--- config.mk ---
export PLATFORM = sky130hd
export DESIGN_NAME = imem_loader
export DESIGN_NICKNAME = d
export VERILOG_FILES = /design/src/rtl/imem_loader.sv
export SDC_FILE = /design/constraint.sdc
export NUM_CORES = 1
export LEC_CHECK = 0
export CAP_MARGIN = 20
export CORE_MARGIN = 10
export CORE_UTILIZATION = 46
export CTS_BUF_LIST = sky130_fd_sc_hd__clkbuf_16
export DETAILED_ROUTE_END_ITERATION = 6
export DONT_BUFFER_PORTS = 1
export GPL_ROUTABILITY_DRIVEN = 0
export HOLD_SLACK_MARGIN = 0.12
export RECOVER_POWER = 100
export SKIP_CTS_REPAIR_TIMING = 1
export SLEW_MARGIN = 30
export SYNTH_ARGS = -nofsm -noshare
export SYNTH_HDL_FRONTEND = slang
export SYNTH_SLANG_ARGS = --single-unit
--- constraint.sdc ---
create_clock -name clk -period 2.35 [get_ports clk]
set_clock_uncertainty 0.05 [all_clocks]
set_input_delay 0.235 -clock clk [delete_from_list [all_inputs] [get_ports clk]]
set_output_delay 0.235 -clock clk [all_outputs]
set_load 0.02 [all_outputs]
--- src/rtl/imem_loader.sv ---
// Byte-stream program loader for the instruction RAM: parses a length-prefixed,
// checksummed image, writes it word by word, and holds the core until it is valid.
module imem_loader #(
    parameter int unsigned DWIDTH = 32,
    parameter int unsigned AWIDTH = 7
) (
    input  logic              clk,
    input  logic              nrst,
    input  logic              start,
    input  logic [7:0]        rx_data,
    input  logic              rx_valid,
    output logic              rx_ready,
    output logic              we,
    output logic [AWIDTH-1:0] waddr,
    output logic [DWIDTH-1:0] wdata,
    output logic              busy,
    output logic              done,
    output logic              err,
    output logic              cpu_hold
);

    localparam int unsigned BYTES = DWIDTH / 8;
    localparam int unsigned BW    = (BYTES > 1) ? $clog2(BYTES) : 1;
    localparam int unsigned DEPTH = 1 << AWIDTH;

    typedef enum logic [2:0] {
        S_IDLE, S_LEN_LO, S_LEN_HI, S_DATA, S_CSUM, S_DONE, S_ERR
    } state_t;

    state_t            state_q;
    logic              rx_ready_q, we_q, busy_q, done_q, err_q, cpu_hold_q;
    logic [AWIDTH-1:0] waddr_q;
    logic [DWIDTH-1:0] wdata_q, asm_q, asm_d;
    logic [BW-1:0]     byte_cnt_q;
    logic [15:0]       word_cnt_q, word_cnt_d, len_q, len_d;
    logic [7:0]        csum_q, csum_d;

    // Incoming byte merged into its lane, so a completed word can be written directly.
    always_comb begin
        asm_d = asm_q;
        for (int unsigned i = 0; i < BYTES; i++) begin
            if (byte_cnt_q == BW'(i)) asm_d[i*8 +: 8] = rx_data;
        end
        csum_d     = csum_q + rx_data;
        len_d      = {rx_data, len_q[7:0]};
        word_cnt_d = word_cnt_q + 16'd1;
    end

    always_ff @(posedge clk) begin
        if (!nrst) begin
            state_q    <= S_IDLE;
            rx_ready_q <= 1'b0;
            we_q       <= 1'b0;
            waddr_q    <= '0;
            wdata_q    <= '0;
            busy_q     <= 1'b0;
            done_q     <= 1'b0;
            err_q      <= 1'b0;
            cpu_hold_q <= 1'b1;
            byte_cnt_q <= '0;
            word_cnt_q <= '0;
            len_q      <= '0;
            csum_q     <= '0;
            asm_q      <= '0;
        end else begin
            we_q <= 1'b0;
            case (state_q)
                S_IDLE, S_DONE, S_ERR: begin
                    if (start) begin
                        state_q    <= S_LEN_LO;
                        rx_ready_q <= 1'b1;
                        busy_q     <= 1'b1;
                        done_q     <= 1'b0;
                        err_q      <= 1'b0;
                        cpu_hold_q <= 1'b1;
                        byte_cnt_q <= '0;
                        word_cnt_q <= '0;
                        len_q      <= '0;
                        csum_q     <= '0;
                    end
                end
                S_LEN_LO: begin
                    if (rx_valid) begin
                        len_q[7:0] <= rx_data;
                        csum_q     <= csum_d;
                        state_q    <= S_LEN_HI;
                    end
                end
                S_LEN_HI: begin
                    if (rx_valid) begin
                        len_q  <= len_d;
                        csum_q <= csum_d;
                        if (32'(len_d) > DEPTH) begin
                            state_q    <= S_ERR;
                            err_q      <= 1'b1;
                            rx_ready_q <= 1'b0;
                            busy_q     <= 1'b0;
                        end else if (len_d == 16'd0) begin
                            state_q <= S_CSUM;
                        end else begin
                            state_q <= S_DATA;
                        end
                    end
                end
                S_DATA: begin
                    if (rx_valid) begin
                        csum_q <= csum_d;
                        asm_q  <= asm_d;
                        if (byte_cnt_q == BW'(BYTES - 1)) begin
                            we_q       <= 1'b1;
                            waddr_q    <= word_cnt_q[AWIDTH-1:0];
                            wdata_q    <= asm_d;
                            byte_cnt_q <= '0;
                            word_cnt_q <= word_cnt_d;
                            if (word_cnt_d == len_q) state_q <= S_CSUM;
                        end else begin
                            byte_cnt_q <= byte_cnt_q + BW'(1);
                        end
                    end
                end
                S_CSUM: begin
                    if (rx_valid) begin
                        rx_ready_q <= 1'b0;
                        busy_q     <= 1'b0;
                        if (rx_data == csum_q) begin
                            state_q    <= S_DONE;
                            done_q     <= 1'b1;
                            cpu_hold_q <= 1'b0;
                        end else begin
                            state_q <= S_ERR;
                            err_q   <= 1'b1;
                        end
                    end
                end
                default: state_q <= S_IDLE;
            endcase
        end
    end

    assign rx_ready = rx_ready_q;
    assign we       = we_q;
    assign waddr    = waddr_q;
    assign wdata    = wdata_q;
    assign busy     = busy_q;
    assign done     = done_q;
    assign err      = err_q;
    assign cpu_hold = cpu_hold_q;

endmodule

==> impl_metrics.ini <==
[sta]
post-route-period-util_pct = 95.9
fin_setup_tns_ns = 0
fin_ws_ns = 0.0963
clock.fmax_mhz = 444
min_period_ns = 2.25
timing.slew.headroom_pct = 63.4
drv_slew = 0
holdWs_ns = -0.144
finalHoldViolCount = 105
setup_viol = 0
worst_pin_slew_ns = 0.548

[run_status]
outcome = complete, but fails checks
violations = hold timing

[drt]
ant_nets = 0
route.detailed.drc = 0
wl_per_cell_um = 16.3
initialDrtViolationCount = 283
routed_wl_mm = 14.6
num_vias = 4929
avgViaCountPerCell = 5.49
first_pass_iters = 4

[floorplan]
core_area_sq_mm = 0.0126
die_area_sq_mm = 0.0177
io_pins = 57
initial_core_util_pct = 46.9
rows = 41
fp.dieH_um = 133
die-width_um = 133

[final_layout]
multi_input_area_sq_mm = 0.00331
nFillCells = 1151
fin_nets = 738
area_delta_synth_final_pct = 15.5
drive_above_1_share_pct = 9.92
seq_area_sq_mm = 0.00226
diodes = 0

[logic_synthesis]
yosysTopAreaCell = dfxtp_1
synth_area_sq_mm = 0.00589
synthCells = 718
syn_nets = 743
seq_area_frac_synth_pct = 38.4
syn_area_per_cell_sq_um = 8.21
synth_edf_count = 0
synth_seq_cells = 113
async_flop_share_pct = 0
yosysWarnings = 0
synth_top_flop_cell = dfxtp_1
netlist-cell-type-count = 60
synth_top_area_share_pct = 38.4
ys_top_cells_by_area = dfxtp_1 (38%), nand2_1 (8.5%), a21boi_0 (7.1%)

[power]
ir_worst_vdd_uv = 478
power_density_mw_per_mm2 = 888
p_total_uw = 6040
p_leak_uw = 0.00274

[global_route]
grt_pass1_vias = 4753
grt_overflow = 0
grt_pass1_wl_mm = 23.9
grt_max_degree = 115
antenna_found_initial = 0
grt.total_usage_pct = 16.4

[clocking]
htreeDepth = 4
numCtsBuffers = 17
cts_tree = done
path_clk_slew_ns = 0.06
clk_latency_ns = 0.42
cts-root-buf = clkbuf_16
cts_buffer_depth = 2
clock_sinks = 113

[placed_design]
io_buffers = 0
dp_slack_ns = 0.0449
dp_hpwl_mm = 9.74

[setup_path]
critical_path_required_ns = 2.64
critical_path_class = flip-flop to flip-flop
critPathMaxFanout = 4
worst_setup_path_end_kind = flip-flop
worstPathArrival_ns = 2.55
cp-start-kind = flip-flop

[run]
max_cap_violations = 0

[worst_hold_path]
hold_path.class = input port to flip-flop
cells in the final DEF (no fill, tap or decap), types with 17 or more instances in the layout:
cell | netlist | layout
o211a_1 | 25 | 25
dfxtp_1 | 113 | 112
nand2_1 | 133 | 133
a21oi_1 | 25 | 25
o21ai_0 | 36 | 37
clkbuf_16 | 0 | 17
mux2i_1 | 27 | 27
buf_4 | 5 | 26
a21boi_0 | 56 | 56
nand3_1 | 56 | 56
final timing paths:
| path | from | to | slack, ns | cells after the start |
|---|---|---|---|---|
| max reg2reg | word_cnt_q[0]$_SDFFE_PN0P_ | state_q[0]$_SDFFE_PN0P_ | 0.1 | 9 |
| min reg2reg | asm_q[20]$_SDFFE_PN0P_ | asm_q[20]$_SDFFE_PN0P_ | 0.41 | 2 |
| max | word_cnt_q[0]$_SDFFE_PN0P_ | state_q[0]$_SDFFE_PN0P_ | 0.1 | 9 |
| min | nrst | cpu_hold$_SDFFE_PN1P_ | -0.14 | 1 |
Yosys cell counts (8+ instances only):
cell / count
nor2b_1: 9
inv_1: 11
nand2_1: 133
a21oi_1: 25
nor3_1: 8
xor2_1: 10
mux2i_1: 27
o211a_1: 25
a21boi_0: 56
buf_2: 9
and2_1: 21
o21ai_0: 36
nand3_1: 56
ha_1: 12
dfxtp_1: 113
xnor2_1: 16
clkbuf_1: 51
nor2_1: 10
state kept, by name, indices dropped and copies added, names as in the netlist, 2 cells and up:
name	flops
asm_q	24
byte_cnt_q	2
csum_q	8
len_q	16
state_q	3
waddr	7
wdata	32
word_cnt_q	16
power breakdown:
group          switching, uW  total [uW]  internal, uW
Combinational            716        1230           517
Sequential               158        2170          2020
Clock                    959        2630          1670
final cells by class:
cell class	instances	share of cell area (%)
multi-input cells	527	48.6
flip-flops and latches	113	33.3
clock buffers	17	6.25
repair buffers	43	5.37
well taps	172	3.16
clock inverters	15	2.70
inverters	11	0.607
logic make-up after synthesis:
family,after synthesis,synth area share (%)
AOI/OAI and AO/OA,180,21.7
xor gates and xnor gates,26,3.86
adders and majority gates,14,3.06
buffers and inverters,78,5.61
DFF,113,38.4
muxes,27,4.59
and+or+nand+nor,280,22.8
stage by stage:
stage | area, sq um | instances | utilization (%)
after CTS | 6690 | 887 | 53.3
after detailed placement | 6080 | 855 | 48.4
after global routing | 6800 | 898 | 54.1
final | 6800 | 898 | 54.1
after floorplan | 5890 | 718 | -
after global placement | 6080 | 855 | 48.4
routing by layer:
layer	global-route usage, %	wire (um)	vias to the layer above
met1	19.5	6360	2326
met5	0	0	-
met3	4.21	809	13
met4	7.13	150	0
li1	-	-	2496
met2	27.2	7310	94
critical path, stage by stage, from the launching register on:
cell	delay, ns
dfxtp_1	0.32
ha_1	0.23
buf_4	0.16
xor2_1	0.14
nor3_1	0.12
o21ba_2	0.18
nor3b_1	0.19
nand4_1	0.16
o31ai_2	0.38
mux2i_1	0.25
(Power assumes the default switching activity.)
